`config.mk`:
```
export PLATFORM = sky130hd
export DESIGN_NAME = expand_key_seq
export DESIGN_NICKNAME = d
export VERILOG_FILES = /design/src/rtl/expand_key_seq_pkg.sv /design/src/rtl/expand_key_seq_sub_word.sv /design/src/rtl/expand_key_seq.sv
export SDC_FILE = /design/constraint.sdc
export NUM_CORES = 2
export LEC_CHECK = 0
export CELL_PAD_IN_SITES_DETAIL_PLACEMENT = 1
export CELL_PAD_IN_SITES_GLOBAL_PLACEMENT = 2
export CORE_UTILIZATION = 38
export CTS_BUF_LIST = sky130_fd_sc_hd__clkbuf_2
export CTS_CLUSTER_DIAMETER = 40
export DETAILED_ROUTE_END_ITERATION = 8
export PLACE_DENSITY_LB_ADDON = 0.08
export SLEW_MARGIN = 20
export SYNTH_ARGS = -nofsm -noshare
export SYNTH_HDL_FRONTEND = slang
export SYNTH_SLANG_ARGS = --single-unit
```
`constraint.sdc`:
```
create_clock -name clock -period 11.36 [get_ports clock]
set_input_delay 2.272 -clock clock [delete_from_list [all_inputs] [get_ports clock]]
set_output_delay 2.272 -clock clock [all_outputs]
set_load 0.01 [all_outputs]
```
`src/rtl/expand_key_seq_pkg.sv`:
```
// Shared AES definitions: word/key typedefs, S-box table and the key-schedule helper functions.
// The FSM state set depends on EXPAND_KEY_INV_MIX_EN (adds INVMIX when defined).
package AESDefinitions;

  typedef logic [31:0]  word_t;
  typedef logic [127:0] roundKey_t;
  typedef logic [255:0] key_t;

`ifdef EXPAND_KEY_INV_MIX_EN
  typedef enum logic [1:0] {IDLE, EXPAND, INVMIX, DONE} state_t;
`else
  typedef enum logic [1:0] {IDLE, EXPAND, DONE} state_t;
`endif

  localparam logic [7:0] SBOX [256] = '{
    8'h63, 8'h7c, 8'h77, 8'h7b, 8'hf2, 8'h6b, 8'h6f, 8'hc5, 8'h30, 8'h01, 8'h67, 8'h2b, 8'hfe, 8'hd7, 8'hab, 8'h76,
    8'hca, 8'h82, 8'hc9, 8'h7d, 8'hfa, 8'h59, 8'h47, 8'hf0, 8'had, 8'hd4, 8'ha2, 8'haf, 8'h9c, 8'ha4, 8'h72, 8'hc0,
    8'hb7, 8'hfd, 8'h93, 8'h26, 8'h36, 8'h3f, 8'hf7, 8'hcc, 8'h34, 8'ha5, 8'he5, 8'hf1, 8'h71, 8'hd8, 8'h31, 8'h15,
    8'h04, 8'hc7, 8'h23, 8'hc3, 8'h18, 8'h96, 8'h05, 8'h9a, 8'h07, 8'h12, 8'h80, 8'he2, 8'heb, 8'h27, 8'hb2, 8'h75,
    8'h09, 8'h83, 8'h2c, 8'h1a, 8'h1b, 8'h6e, 8'h5a, 8'ha0, 8'h52, 8'h3b, 8'hd6, 8'hb3, 8'h29, 8'he3, 8'h2f, 8'h84,
    8'h53, 8'hd1, 8'h00, 8'hed, 8'h20, 8'hfc, 8'hb1, 8'h5b, 8'h6a, 8'hcb, 8'hbe, 8'h39, 8'h4a, 8'h4c, 8'h58, 8'hcf,
    8'hd0, 8'hef, 8'haa, 8'hfb, 8'h43, 8'h4d, 8'h33, 8'h85, 8'h45, 8'hf9, 8'h02, 8'h7f, 8'h50, 8'h3c, 8'h9f, 8'ha8,
    8'h51, 8'ha3, 8'h40, 8'h8f, 8'h92, 8'h9d, 8'h38, 8'hf5, 8'hbc, 8'hb6, 8'hda, 8'h21, 8'h10, 8'hff, 8'hf3, 8'hd2,
    8'hcd, 8'h0c, 8'h13, 8'hec, 8'h5f, 8'h97, 8'h44, 8'h17, 8'hc4, 8'ha7, 8'h7e, 8'h3d, 8'h64, 8'h5d, 8'h19, 8'h73,
    8'h60, 8'h81, 8'h4f, 8'hdc, 8'h22, 8'h2a, 8'h90, 8'h88, 8'h46, 8'hee, 8'hb8, 8'h14, 8'hde, 8'h5e, 8'h0b, 8'hdb,
    8'he0, 8'h32, 8'h3a, 8'h0a, 8'h49, 8'h06, 8'h24, 8'h5c, 8'hc2, 8'hd3, 8'hac, 8'h62, 8'h91, 8'h95, 8'he4, 8'h79,
    8'he7, 8'hc8, 8'h37, 8'h6d, 8'h8d, 8'hd5, 8'h4e, 8'ha9, 8'h6c, 8'h56, 8'hf4, 8'hea, 8'h65, 8'h7a, 8'hae, 8'h08,
    8'hba, 8'h78, 8'h25, 8'h2e, 8'h1c, 8'ha6, 8'hb4, 8'hc6, 8'he8, 8'hdd, 8'h74, 8'h1f, 8'h4b, 8'hbd, 8'h8b, 8'h8a,
    8'h70, 8'h3e, 8'hb5, 8'h66, 8'h48, 8'h03, 8'hf6, 8'h0e, 8'h61, 8'h35, 8'h57, 8'hb9, 8'h86, 8'hc1, 8'h1d, 8'h9e,
    8'he1, 8'hf8, 8'h98, 8'h11, 8'h69, 8'hd9, 8'h8e, 8'h94, 8'h9b, 8'h1e, 8'h87, 8'he9, 8'hce, 8'h55, 8'h28, 8'hdf,
    8'h8c, 8'ha1, 8'h89, 8'h0d, 8'hbf, 8'he6, 8'h42, 8'h68, 8'h41, 8'h99, 8'h2d, 8'h0f, 8'hb0, 8'h54, 8'hbb, 8'h16
  };

  function automatic logic [7:0] sbox(input logic [7:0] b);
    return SBOX[b];
  endfunction

  function automatic word_t SubWord(input word_t w);
    return {sbox(w[31:24]), sbox(w[23:16]), sbox(w[15:8]), sbox(w[7:0])};
  endfunction

  function automatic word_t RotWord(input word_t w);
    return {w[23:0], w[31:24]};
  endfunction

  function automatic logic [7:0] xtime(input logic [7:0] b);
    return {b[6:0], 1'b0} ^ (b[7] ? 8'h1b : 8'h00);
  endfunction

  // GF(2^8) multiply by a 4-bit constant, enough for the 09/0b/0d/0e inverse coefficients
  function automatic logic [7:0] gmul(input logic [7:0] b, input logic [3:0] c);
    logic [7:0] x2, x4, x8, r;
    x2 = xtime(b);
    x4 = xtime(x2);
    x8 = xtime(x4);
    r = 8'h00;
    if (c[0]) r ^= b;
    if (c[1]) r ^= x2;
    if (c[2]) r ^= x4;
    if (c[3]) r ^= x8;
    return r;
  endfunction

  function automatic roundKey_t InvMixColumns(input roundKey_t s);
    roundKey_t o;
    logic [7:0] a0, a1, a2, a3;
    o = '0;
    for (int c = 0; c < 4; c++) begin
      a0 = s[127-32*c -: 8];
      a1 = s[119-32*c -: 8];
      a2 = s[111-32*c -: 8];
      a3 = s[103-32*c -: 8];
      o[127-32*c -: 8] = gmul(a0, 4'he) ^ gmul(a1, 4'hb) ^ gmul(a2, 4'hd) ^ gmul(a3, 4'h9);
      o[119-32*c -: 8] = gmul(a0, 4'h9) ^ gmul(a1, 4'he) ^ gmul(a2, 4'hb) ^ gmul(a3, 4'hd);
      o[111-32*c -: 8] = gmul(a0, 4'hd) ^ gmul(a1, 4'h9) ^ gmul(a2, 4'he) ^ gmul(a3, 4'hb);
      o[103-32*c -: 8] = gmul(a0, 4'hb) ^ gmul(a1, 4'hd) ^ gmul(a2, 4'h9) ^ gmul(a3, 4'he);
    end
    return o;
  endfunction

endpackage

```
`src/rtl/expand_key_seq_sub_word.sv`:
```
// SubWord: four parallel S-box lookups on a 32-bit word, shared by both schedule substitution cases.
module sub_word
  import AESDefinitions::*;
(
  input  logic [31:0] din,
  output logic [31:0] dout
);

  for (genvar b = 0; b < 4; b++) begin : g_byte
    assign dout[8*b +: 8] = sbox(din[8*b +: 8]);
  end

endmodule

```
`src/rtl/expand_key_seq.sv`:
```
// Sequential AES-128/192/256 key expansion, one schedule word per clock, with indexed round-key reads.
// Define EXPAND_KEY_INV_MIX_EN to also build the equivalent-inverse-cipher keys (inv_round_key port).
module expand_key_seq
  import AESDefinitions::*;
#(
  parameter int KEY_BITS = 128
) (
  input  logic                clock,
  input  logic                reset,
  input  logic                key_valid,
  output logic                key_ready,
  input  logic [KEY_BITS-1:0] key,
  input  logic [3:0]          rk_index,
  output logic [127:0]        round_key,
  output logic                keys_valid
`ifdef EXPAND_KEY_INV_MIX_EN
  ,
  output logic [127:0]        inv_round_key
`endif
);

  localparam int NK = KEY_BITS / 32;
  localparam int NR = NK + 6;
  localparam int NW = 4 * (NR + 1);

  if (KEY_BITS != 128 && KEY_BITS != 192 && KEY_BITS != 256) begin : g_bad_key
    $fatal(1, "expand_key_seq: KEY_BITS must be 128, 192 or 256");
  end

  state_t     state, next_state;
  logic [5:0] cnt;
  logic [2:0] phase;
  logic [7:0] rcon;
  word_t      w [NW];
  word_t      prev_word, far_word, sw_in, sw_out, temp, new_word;
  logic       at_rcon, at_sub4, last_word, handshake;
  logic [5:0] base;

  always_ff @(posedge clock) begin
    if (reset) state <= IDLE;
    else       state <= next_state;
  end

  always_comb begin
    next_state = state;
    key_ready  = 1'b0;
    keys_valid = 1'b0;
    case (state)
      IDLE: begin
        key_ready = 1'b1;
        if (key_valid) next_state = EXPAND;
      end
      EXPAND: begin
        if (last_word) begin
`ifdef EXPAND_KEY_INV_MIX_EN
          next_state = INVMIX;
`else
          next_state = DONE;
`endif
        end
      end
`ifdef EXPAND_KEY_INV_MIX_EN
      INVMIX: begin
        if (cnt == 6'(NR - 1)) next_state = DONE;
      end
`endif
      DONE: begin
        key_ready  = 1'b1;
        keys_valid = 1'b1;
        if (key_valid) next_state = EXPAND;
      end
      default: next_state = IDLE;
    endcase
  end

  assign handshake = key_valid && key_ready;

  // phase tracks i mod Nk alongside the word counter, avoiding a divider
  assign prev_word = w[cnt - 6'd1];
  assign far_word  = w[cnt - 6'(NK)];
  assign at_rcon   = (phase == 3'd0);
  assign at_sub4   = (NK == 8) && (phase == 3'd4);
  assign last_word = (cnt == 6'(NW - 1));
  assign sw_in     = at_rcon ? RotWord(prev_word) : prev_word;

  sub_word u_sub_word (
    .din  (sw_in),
    .dout (sw_out)
  );

  always_comb begin
    temp = prev_word;
    if (at_rcon)      temp = sw_out ^ {rcon, 24'h000000};
    else if (at_sub4) temp = sw_out;
  end

  assign new_word = far_word ^ temp;

  always_ff @(posedge clock) begin
    if (reset) begin
      cnt   <= '0;
      phase <= '0;
      rcon  <= '0;
    end else if (handshake) begin
      cnt   <= 6'(NK);
      phase <= '0;
      rcon  <= 8'h01;
    end else if (state == EXPAND) begin
      cnt   <= last_word ? 6'd1 : cnt + 6'd1;
      phase <= (phase == 3'(NK - 1)) ? 3'd0 : phase + 3'd1;
      if (at_rcon) rcon <= xtime(rcon);
    end
`ifdef EXPAND_KEY_INV_MIX_EN
    else if (state == INVMIX) begin
      cnt <= cnt + 6'd1;
    end
`endif
  end

  // The word store is never cleared; its contents only matter once keys_valid is high
  always_ff @(posedge clock) begin
    if (handshake) begin
      for (int k = 0; k < NK; k++) w[k] <= key[KEY_BITS-1-32*k -: 32];
    end else if (state == EXPAND) begin
      w[cnt] <= new_word;
    end
  end

  assign base = {rk_index, 2'b00};

  always_comb begin
    round_key = '0;
    if (rk_index <= 4'(NR))
      round_key = {w[base], w[base + 6'd1], w[base + 6'd2], w[base + 6'd3]};
  end

`ifdef EXPAND_KEY_INV_MIX_EN
  roundKey_t  inv_store [NR+1];
  roundKey_t  rk_cur;
  logic [5:0] inv_base;

  assign inv_base = {cnt[3:0], 2'b00};
  assign rk_cur   = {w[inv_base], w[inv_base + 6'd1], w[inv_base + 6'd2], w[inv_base + 6'd3]};

  // First and last round keys pass through unmixed, copied during the first INVMIX step
  always_ff @(posedge clock) begin
    if (state == INVMIX) begin
      inv_store[cnt[3:0]] <= InvMixColumns(rk_cur);
      if (cnt == 6'd1) begin
        inv_store[0]  <= {w[0], w[1], w[2], w[3]};
        inv_store[NR] <= {w[NW-4], w[NW-3], w[NW-2], w[NW-1]};
      end
    end
  end

  always_comb begin
    inv_round_key = '0;
    if (rk_index <= 4'(NR)) inv_round_key = inv_store[rk_index];
  end
`endif

endmodule

```
==> results.cfg <==
[outcome]
status = finished, final reports clean

[cts]
clockBufferDepth = 4
cts_tree = built
clk_pin_slew_ns = 0.11
worstSkewPairLatency_ns = 2.01
clock-root-buffer = clkbuf_2
hold_buffers = 0
cts.sinks = 1427
cts_made_buffers = 381
post-cts-setup-buffers = 0
h-tree-depth = 5
cts.repair.resized = 0

[run]
drv_cap = 0

[power]
ir_drop_uv = 136.1
power.leakage_nw = 33.67
powerDensity_mw_per_mm2 = 194.0

[route]
firstDrtPassIters = 9
wire_per_inst_um = 47.43
num_vias = 87640
drc = 0
drtAntennaViolNets = 0
drt_iter0_drc = 14660
viasPerCell = 7.531
wl_um = 551900

[sta]
setup_viol = 0
rsz0062_at_grt = no
fmax_mhz = 93.34
max-slew-margin-rel_pct = 7.979
finalCriticalPeriod_ns = 10.71
timing.final.max_slew_violations = 0
worst_pin_slew_ns = 1.342
finalSetupTns_ns = 0
hold_viol_final = 0
post-route-period-util_pct = 94.31
skew_ns = 0.1839

[final_layout]
syn2layout_area_growth_pct = 10.95
most-common-layout-cells = edfxtp_1, mux4_2, nor2_1
final_core_util_pct = 42.54
drive_gt1_share_pct = 23.17
final_net_count = 8335
layout_commonest_cell = edfxtp_1
stdcell_count = 11640

[synth]
ys_ff_latch = 1427
async_reset_ff_share_pct = 0
ys_seq_area_share_pct = 45.62
yosys_warnings = 0
ys.flop_type = edfxtp_1
ys_types = 117
synthCells = 7900
synth.cell_area_mm2 = 0.09351
avgSynthCellArea_um2 = 11.84
synthesis.nets = 8094
synth_edf_count = 1408

[min_path]
hp-class = reg -> reg
holdCritStartpoint = rcon[4]
min_path_cells = 2
holdPathEnd = rcon[5]

[global_route]
grt_pass1_vias = 85400
grt_max_degree = 145
grt_first_pass_wirelength_um = 741600
track_usage_pct = 43.32
grt.overflow.total = 0
antenna_found_initial = 41

[floorplan]
start_util_pct = 38.34
io_pins = 265
dieArea_mm2 = 0.2481
die_w_um = 498.1
core-area_mm2 = 0.2439
rows = 181
chipHeight_um = 498.1

[worst_setup_path]
worst-path-max-fanout = 123
worstSetupPathType = reg -> reg
reg2reg_slack_ns = 0.65
r2r_end = w[20][21]
crit-reg2reg-launch = cnt[0]
required_ns = 12.61
end_kind = flop
rr_worst_depth = 18
critPathLaunchType = flop
arrival_ns = 11.96

[placement]
dp.cells = 10960
dp_hpwl_um = 364300
place.gp.congestion = 1.099
numPortBuffers = 264
-- cell families (layout without fill, tap and decap cells) --
kind of cell             Yosys count  after routing  share of synthesized area [%]
AO/OA/AOI/OAI                   2465           2465                          17.56
flip-flops                      1427           1427                          45.62
adder cells (fa/ha/maj)           59             59                         0.7895
XOR/XNOR                          73             73                         0.6998
buffers and inverters            833           1340                          4.246
multiplexers                    1339           1339                          23.06
other                              0             29                              0
AND/OR/NAND/NOR                 1704           1704                          8.019
-- Yosys cell counts, types with 28 or more instances --
library cell     n  area (um^2)
o22ai_1        504         3153
o221ai_1       100        875.8
nor4_1          36        225.2
nand3_1        187        935.9
nor2_1         607         2278
mux2_2         174         1959
ha_1            59        738.2
o311ai_0        58        508.0
xnor2_1         45        394.1
a221oi_1        43        376.6
buf_6           30        337.8
inv_1           55        206.5
buf_2          176        880.8
o211ai_1       140         1051
a31oi_1         79        494.2
a21oi_1        545         2728
o21ai_0        380         1902
clkbuf_1       369         1385
buf_1          128        480.5
a311oi_1        36        315.3
mux4_2         605        13630
a211oi_1       130        975.9
a211o_1         37        324.1
a2111oi_0       30        262.8
nand4_1         28        175.2
a22oi_1         31        232.7
nor3_1         158        790.8
o31ai_1         31        232.7
mux2i_1        536         5365
edfxtp_1      1408        42280
buf_4           45        337.8
nand2_1        535         2008
-- how the worst max path moves through the flow --
stage                 from  slack, ns         to  depth (start not counted)
floorplan           cnt[0]       3.35   w[10][1]                         31
global placement    cnt[0]       1.56  w[21][19]                         20
detailed placement  cnt[0]       1.44  w[20][19]                         20
CTS                 cnt[0]       1.34  w[21][19]                         20
global route        cnt[0]       0.65  w[20][21]                         20
finish              cnt[0]       0.65  w[20][21]                         18
-- through the flow --
stage	setup WS, ns	power [W]	hold slack (ns)	cell area [um^2]
after floorplan	3.348	0.01214	0.4258	93510
after global placement	1.563	0.01602	0.4635	100300
after detailed placement	1.440	0.01603	0.4841	100400
after CTS	1.339	0.01969	0.4894	103600
after global routing	0.6474	0.02055	0.5013	103700
final	0.6461	0.02013	0.4884	103800
-- power breakdown --
group	internal [W]	total (W)	switching, W
sequential	0.00726	0.00735	0.0000942
clock	0.00137	0.00374	0.00237
combinational	0.00229	0.00905	0.00676
total	0.0109	0.0201	0.00922
-- cell type report --
| type | instances | area, um^2 |
|---|---|---|
| diodes | 29 | 72.57 |
| well taps | 3202 | 4006 |
| fillers | 25790 | 140200 |
| flip-flops and latches | 1427 | 42670 |
| clock buffers | 528 | 2643 |
| repair buffers | 625 | 5612 |
| inverters | 66 | 252.7 |
| clock inverters | 121 | 619.3 |
| multi-input cells | 5640 | 47870 |
-- registers in the layout, indices dropped and copies added, names as in the netlist --
register,cells
phase,3
w,1408
state,2
cnt,6
rcon,8
-- critical path, stage by stage, from the launching register on --
cell       delay (ns)
dfxtp_4          0.79
inv_2            0.42
ha_4             0.68
buf_12           0.64
mux4_2           0.42
mux4_2           0.47
o211ai_1         0.55
nand3_1          0.65
a21boi_4         0.42
inv_2            0.53
ha_1             0.49
inv_1            0.13
nand2_1          0.29
a31oi_1          0.16
a2111oi_0        0.68
a211oi_1         0.19
o31ai_2          0.84
xnor2_1          0.39
clkinv_1         1.05
-- layer usage --
metal | vias up | track usage (%) | wire, um
met3 | 1776 | 16.11 | 75870
met2 | 7699 | 61.92 | 231300
met5 | - | 0.4823 | 287
met1 | 45210 | 54.54 | 202000
li1 | 32940 | - | -
met4 | 18 | 28.63 | 42470
(Power assumes the default switching activity.)
